===== config.mk =====
export PLATFORM = sky130hd
export DESIGN_NAME = spread_engine_arbiter
export DESIGN_NICKNAME = d
export VERILOG_FILES = /design/src/rtl/spread_engine_arbiter.sv
export SDC_FILE = /design/constraint.sdc
export NUM_CORES = 1
export LEC_CHECK = 0
export CAP_MARGIN = 20
export CORE_AREA = 2 2 79 81
export DETAILED_ROUTE_END_ITERATION = 16
export DIE_AREA = 0 0 81 83
export PLACE_DENSITY_LB_ADDON = 0.3
export SLEW_MARGIN = 20
export SYNTH_ARGS = -nofsm -noshare
export SYNTH_HDL_FRONTEND = slang
export SYNTH_SLANG_ARGS = --single-unit
export TNS_END_PERCENT = 50

===== constraint.sdc =====
create_clock -name clk -period 1.8 [get_ports clk]
set_input_delay 0.54 -clock clk [delete_from_list [all_inputs] [get_ports clk]]
set_output_delay 0.54 -clock clk [all_outputs]
set_load 0.02 [all_outputs]

===== src/rtl/spread_engine_arbiter.sv =====
// Round-robin arbiter for the shared inter-month spread engine: grants a requester,
// sequences engine restart/run, watches for completion and returns the tagged TSC.
//
// state | meaning
// ------+--------------------------------------------------------------
// IDLE  | engine held in reset, waiting for any requester
// CLEAR | engine held in reset for RST_CYCLES after a grant
// RUN   | engine enabled, watchdog counting until done or timeout
// RESP  | result presented, waiting for the consumer handshake
module spread_engine_arbiter #(
  parameter int NREQ       = 4,
  parameter int RST_CYCLES = 2,
  parameter int TIMEOUT    = 64
) (
  input  logic                    clk,
  input  logic                    reset,
  input  logic [NREQ-1:0]         req_valid,
  output logic [NREQ-1:0]         req_ready,
  output logic [$clog2(NREQ)-1:0] sel,
  output logic                    eng_rst_n,
  input  logic                    eng_done,
  input  logic [15:0]             eng_tsc,
  output logic                    rsp_valid,
  input  logic                    rsp_ready,
  output logic [$clog2(NREQ)-1:0] rsp_id,
  output logic [15:0]             rsp_tsc,
  output logic                    rsp_timeout,
  output logic                    busy
);

  localparam int IW = $clog2(NREQ);
  localparam int WW = $clog2(TIMEOUT);
  localparam int CW = $clog2(RST_CYCLES + 1);

  typedef enum logic [1:0] {S_IDLE, S_CLEAR, S_RUN, S_RESP} state_t;

  state_t          state_q, state_d;
  logic [IW-1:0]   ptr_q, ptr_d;
  logic [IW-1:0]   sel_q, sel_d;
  logic [NREQ-1:0] req_ready_q, req_ready_d;
  logic            eng_rst_n_q, eng_rst_n_d;
  logic            rsp_valid_q, rsp_valid_d;
  logic [IW-1:0]   rsp_id_q, rsp_id_d;
  logic [15:0]     rsp_tsc_q, rsp_tsc_d;
  logic            rsp_timeout_q, rsp_timeout_d;
  logic            busy_q, busy_d;
  logic [CW-1:0]   clr_cnt_q, clr_cnt_d;
  logic [WW-1:0]   wdog_q, wdog_d;

  logic            found;
  logic [IW-1:0]   winner;
  logic [IW-1:0]   cand;

  always_comb begin
    state_d       = state_q;
    ptr_d         = ptr_q;
    sel_d         = sel_q;
    req_ready_d   = '0;
    eng_rst_n_d   = eng_rst_n_q;
    rsp_valid_d   = rsp_valid_q;
    rsp_id_d      = rsp_id_q;
    rsp_tsc_d     = rsp_tsc_q;
    rsp_timeout_d = rsp_timeout_q;
    clr_cnt_d     = clr_cnt_q;
    wdog_d        = wdog_q;
    found         = 1'b0;
    winner        = '0;
    cand          = '0;

    // Search starts just after the last served requester and wraps.
    for (int i = 1; i <= NREQ; i++) begin
      cand = IW'((int'(ptr_q) + i) % NREQ);
      if (!found && req_valid[cand]) begin
        found  = 1'b1;
        winner = cand;
      end
    end

    case (state_q)
      S_IDLE: begin
        eng_rst_n_d = 1'b0;
        if (found) begin
          sel_d       = winner;
          req_ready_d = NREQ'(1) << winner;
          clr_cnt_d   = CW'(RST_CYCLES - 1);
          state_d     = S_CLEAR;
        end
      end
      S_CLEAR: begin
        if (clr_cnt_q == '0) begin
          eng_rst_n_d = 1'b1;
          wdog_d      = '0;
          state_d     = S_RUN;
        end else begin
          clr_cnt_d = clr_cnt_q - CW'(1);
        end
      end
      S_RUN: begin
        wdog_d = wdog_q + WW'(1);
        // Completion takes priority over a coincident watchdog expiry.
        if (eng_done) begin
          rsp_tsc_d     = eng_tsc;
          rsp_timeout_d = 1'b0;
          rsp_valid_d   = 1'b1;
          rsp_id_d      = sel_q;
          state_d       = S_RESP;
        end else if (wdog_q == WW'(TIMEOUT - 1)) begin
          rsp_tsc_d     = '0;
          rsp_timeout_d = 1'b1;
          rsp_valid_d   = 1'b1;
          rsp_id_d      = sel_q;
          state_d       = S_RESP;
        end
      end
      S_RESP: begin
        if (rsp_valid_q && rsp_ready) begin
          rsp_valid_d = 1'b0;
          ptr_d       = sel_q;
          eng_rst_n_d = 1'b0;
          state_d     = S_IDLE;
        end
      end
      default: state_d = S_IDLE;
    endcase

    busy_d = (state_d != S_IDLE);
  end

  always_ff @(posedge clk) begin
    if (!reset) begin
      state_q       <= S_IDLE;
      ptr_q         <= IW'(NREQ - 1);
      sel_q         <= '0;
      req_ready_q   <= '0;
      eng_rst_n_q   <= 1'b0;
      rsp_valid_q   <= 1'b0;
      rsp_id_q      <= '0;
      rsp_tsc_q     <= '0;
      rsp_timeout_q <= 1'b0;
      busy_q        <= 1'b0;
      clr_cnt_q     <= '0;
      wdog_q        <= '0;
    end else begin
      state_q       <= state_d;
      ptr_q         <= ptr_d;
      sel_q         <= sel_d;
      req_ready_q   <= req_ready_d;
      eng_rst_n_q   <= eng_rst_n_d;
      rsp_valid_q   <= rsp_valid_d;
      rsp_id_q      <= rsp_id_d;
      rsp_tsc_q     <= rsp_tsc_d;
      rsp_timeout_q <= rsp_timeout_d;
      busy_q        <= busy_d;
      clr_cnt_q     <= clr_cnt_d;
      wdog_q        <= wdog_d;
    end
  end

  assign req_ready   = req_ready_q;
  assign sel         = sel_q;
  assign eng_rst_n   = eng_rst_n_q;
  assign rsp_valid   = rsp_valid_q;
  assign rsp_id      = rsp_id_q;
  assign rsp_tsc     = rsp_tsc_q;
  assign rsp_timeout = rsp_timeout_q;
  assign busy        = busy_q;

endmodule

== Word level (Yosys, flattened, before mapping) ==
Cells that the tools add are included.
Cells by class
  eq/ne operators: 9
  mux-type cells: 38
  $mul: 0
  $add $sub $neg: 6
  magnitude comparators: 4
  bitwise operators: 0
  div/mod/pow operators: 0
  shifts and indexed selects: 1
  reductions and logical operators: 23
Operators by type and width (count)
  two-way mux 16 bit: 2
  two-way mux 2 bit: 13
  two-way mux 1 bit: 13
  less-than comparator 2 x 3 -> 1 bit (second input constant): 4
  case mux 6 bit (2 select lines): 1
  AND reduction 3 bit: 4
  nonzero test 2 bit: 5
  binary-select mux 1 bit (select 2 bit): 4
  != test 2 bit (second input constant): 4
  case mux 2 bit (4 select lines): 1
  AND reduction 2 bit: 4
  adder 6 x 1 -> 6 bit (second input constant): 1
  == test 6 bit (second input constant): 1
  two-way mux 6 bit: 1
  adder 2 x 1 -> 2 bit (second input constant): 2
  adder 2 bit (second input constant): 2
  == test 2 bit (second input constant): 2
  logical AND 1 bit: 4
  logical NOT 2 bit: 2
  case mux 2 bit (2 select lines): 1
  left shift 1 x 2 -> 4 bit (first input constant): 1
  logical NOT 1 bit: 3
  != test 3 bit (second input constant): 1
  case mux 1 bit (3 select lines): 1
  other kinds (4): 4
Storage, ports and cells
  bits in read-only memories: 0
  output and inout port bits: 28
  bits in writable memories: 0
  memories kept: 0
  flip-flop bits (word level): 40
  logic and storage cells: 93
  latch bits: 0
  input bits: 24

== Depth between registers and ports, before layout ==
  depth after elaboration: 16
  mapped depth: 7

== Worst setup path before layout ==
No wires, ideal clock.
  path type: in2reg
  start: input eng_done
  end: register busy_q, in the netlist busy
  setup time: 0.120 ns
  buffers on the path: 2
  required time: 1.680 ns
  stages on the path: 6
  data arrival time: 1.409 ns
  path slack: 0.270 ns
  cells stage by stage: and3b_1 > buf_6 > a41oi_2 > buf_6 > nor3b_2 > o21bai_1
On the way
  cells in the longest elaborated chain, start to end: 3
Ends and longest elaborated chain
  start: declaration: RTL line 21  | input logic eng_done,
  two-way mux 2 bit: RTL line 101  | if (eng_done) begin
  case mux 2 bit (4 select lines): RTL line 79  | case (state_q)
  nonzero test 2 bit: RTL line 126  | busy_d = (state_d != S_IDLE);
  end signal: assignment: RTL line 153  | busy_q <= busy_d;
  end: declaration: RTL line 46  | logic busy_q, busy_d;
No other way between the ends.
A chain may end at the register's enable or synchronous reset.

== Final worst setup path ==
  start: register rsp_tsc_q[11], in the netlist rsp_tsc[11]
  end: output rsp_tsc[11]
RTL lines
  start: declaration: RTL line 44  | logic [15:0] rsp_tsc_q, rsp_tsc_d;
  start signal: assignment: RTL line 151  | rsp_tsc_q <= rsp_tsc_d;
  end: declaration: RTL line 26  | output logic [15:0] rsp_tsc,
No word-level cell between the ends.

==> impl_metrics.env <==
export IMPL_antenna_found_initial=0
export IMPL_clock_latency_ns=0.29
export IMPL_setup_viol=0
export IMPL_synthCells=182
export IMPL_area_delta_synth_final_pct=47.2
export IMPL_io_buffers=51
export IMPL_vias=1516
export IMPL_yosysUniqueCellTypes=38
export IMPL_end_kind="primary output"
export IMPL_place_congestion=0.744
export IMPL_seq_area_frac_synth_pct=46.9
export IMPL_ios=52
export IMPL_met3_usage_pct=4.67
export IMPL_postCtsSetupRepairBufs=0
export IMPL_clock_sinks=40
export IMPL_startpoint_type="register"
export IMPL_tightest_slew_ns=0.326
export IMPL_clockBufferDepth=2
export IMPL_post_route_cells_drive_above_1_share_pct=12.0
export IMPL_clock_skew_ns=0.00484
export IMPL_die_area_mm2=0.00672
export IMPL_period_needed_ns=1.76
export IMPL_p_total_mw=2.10
export IMPL_met1_usage_pct=17.1
export IMPL_ys_ff_latch=40
export IMPL_crit_type="reg2out"
export IMPL_grt_pass1_wl_um=6890
export IMPL_hp_class="reg2reg"
export IMPL_synthesis_area_mm2=0.00171
export IMPL_htree_levels=2
export IMPL_ctsHoldBuffers=0
export IMPL_slew_viol_final=0
export IMPL_status="completed"
export IMPL_maxCapViolations=0
export IMPL_yosys_mux_area_fraction_pct=3.52
export IMPL_dpl_worst_slack_ns=-0.211
export IMPL_r2r_start="wdog_q[0]"
export IMPL_synth_warnings=0
export IMPL_final_common_cell="dfxtp_1"
export IMPL_power_density_mw_per_mm2=837
export IMPL_critPathArrivalTime_ns=1.22
export IMPL_crit_required_ns=1.26
export IMPL_cts_tree="yes"
export IMPL_dr_pass1_iters=4
export IMPL_crit_path_top_delay_cell="clkdlybuf4s50_1"
export IMPL_nNetsFinal=275
export IMPL_max_stage_delay_ns=0.60
export IMPL_clk_root_buffer_cell="clkbuf_8"
export IMPL_dp_cells=317
export IMPL_fp_dieW_um=81
export IMPL_path_cells="clkdlybuf4s50_1"
export IMPL_dp_hpwl_um=2940
export IMPL_yosys_area_share_adder_pct=1.47
export IMPL_cts_buffers=5
export IMPL_wl_um=4070
export IMPL_dieHeight_um=83
export IMPL_clkTransAtPathRegs_ns=0.08
export IMPL_final_cell_mix="dfxtp_1, clkdlybuf4s50_1, nor2b_1"
export IMPL_gr_total_overflow=0
export IMPL_core_mm2=0.00582
export IMPL_r2r_end="rsp_id[0]"
export IMPL_final_cells=325
export IMPL_antennaDiodeCount=0
export IMPL_drcViolationCount=0
export IMPL_syn_nets=208
export IMPL_wire_per_inst_um=12.5
export IMPL_antenna_left=0
export IMPL_top_usage_layer="met2"
export IMPL_hold_depth=2
export IMPL_max_slew_margin_rel_pct=78.2
export IMPL_timing_fmax_ghz=0.567
export IMPL_synth_compound_area_share_pct=19.3
export IMPL_cp_max_fo=2
export IMPL_use_met2_pct=19.2
export IMPL_crit_family="buffers and inverters"
export IMPL_std_cell_rows=28
export IMPL_hold_end="rsp_tsc[3]"
export IMPL_leakage_nw=1.25
export IMPL_grt_pass1_vias=1497
export IMPL_synth_xor_area_share_pct=0.513
export IMPL_grt_max_degree=18
export IMPL_drt_iter0_drc=57
export IMPL_synth_simple_area_share_pct=23.6
export IMPL_grt_total_usage_pct=12.8
export IMPL_ctsResizeCount=9
export IMPL_vias_per_cell=4.66
export IMPL_start_util_pct=29.3
export IMPL_worst_path_buf_inv=1
export IMPL_finalHoldViolCount=0
export IMPL_r2r_slack_ns=0.14
export IMPL_post_route_period_util_pct=97.9
export IMPL_vdd_ir_drop_max_mv=0.332
export IMPL_min_from="rsp_tsc[3]"
export IMPL_worst_slack_ns=0.0376
export IMPL_syn_area_per_cell_um2=9.38
export IMPL_synth_top_family_by_area="simple AND/OR/NAND/NOR gates"
export IMPL_r2r_cells=6
## layer usage
layer / share of wire [%] / up-vias
met5: 0 / -
met4: 1.4 / 0
met3: 7.6 / 5
met2: 42 / 44
met1: 49 / 687
li1: - / 780
## worst max-delay path by stage
| stage | from | endpoint | slack (ns) | depth (start not counted) |
|---|---|---|---|---|
| final | rsp_tsc[11] | rsp_tsc[11] | 0.04 | 1 |
| after global routing | req_valid[1] | req_ready[3] | -0.005 | 6 |
| after CTS | rsp_tsc[7] | rsp_tsc[7] | 0.005 | 1 |
| after detailed placement | req_valid[1] | clr_cnt_q[0] | -0.21 | 6 |
| after global placement | req_valid[1] | clr_cnt_q[0] | -0.22 | 6 |
| after floorplan | eng_done | busy | 0.27 | 6 |
## stage by stage
stage	instance area [um^2]	hold WS [ns]	TNS, ns	util [%]
finish	2510	0.516	0	43.2
global route	2510	0.550	-0.00466	43.2
CTS	2470	0.530	0	42.5
detailed placement	2400	0.509	-3.99	41.2
global placement	2400	0.502	-3.77	41.2
floorplan	1710	0.471	0	-
## state kept, by name (all words and copies together), names as in the netlist, 2 cells and up
register   count
sel            2
clr_cnt_q      2
wdog_q         6
rsp_tsc       16
ptr_q          2
req_ready      4
state_q        2
rsp_id         2
## where the power goes
part | switching (mW) | internal, mW | total (mW)
Sequential | 0.0348 | 0.946 | 0.981
Clock | 0.323 | 0.270 | 0.593
Combinational | 0.269 | 0.260 | 0.529
Total | 0.627 | 1.48 | 2.10
## synthesized netlist by cell type (all sizes together)
cell type,number,area [um^2]
dfxtp,40,801
nor2b,22,138
a22oi,16,120
nand2,13,48.8
nor2,9,33.8
o21ai,8,40.0
a21boi,7,52.6
a21oi,7,35.0
clkbuf,6,22.5
inv,6,22.5
mux2i,6,60.1
nor3b,5,42.5
and2,4,25.0
buf,4,35.0
nand4,3,18.8
nor3,3,15.0
a41oi,2,25.0
and4,2,17.5
ha,2,25.0
nand2b,2,12.5
nand3,2,10.0
a31oi,1,6.26
and3b,1,8.76
and4b,1,10.0
nor4,1,6.26
nor4bb,1,10.0
o21a,1,7.51
o21bai,1,7.51
o221a,1,11.3
o22ai,1,6.26
o31ai,1,7.51
o32a,1,10.0
or3,1,6.26
xnor2,1,8.76
## area by class of cell
class | count | area, um^2
Fill cell | 589 | 3300
Multi-Input combinational cell | 126 | 826
Sequential cell | 40 | 801
Timing Repair Buffer | 70 | 682
Tap cell | 75 | 93.8
Clock buffer | 5 | 68.8
Inverter | 6 | 22.5
Clock inverter | 3 | 18.8
## kinds of logic after synthesis
group,after synthesis
AOI/OAI and AO/OA,47
xor gates and xnor gates,1
adders and majority gates,2
buffers and inverters,16
DFF,40
muxes,6
and+or+nand+nor,70
Note: power is estimated with default switching activity, not from simulation.
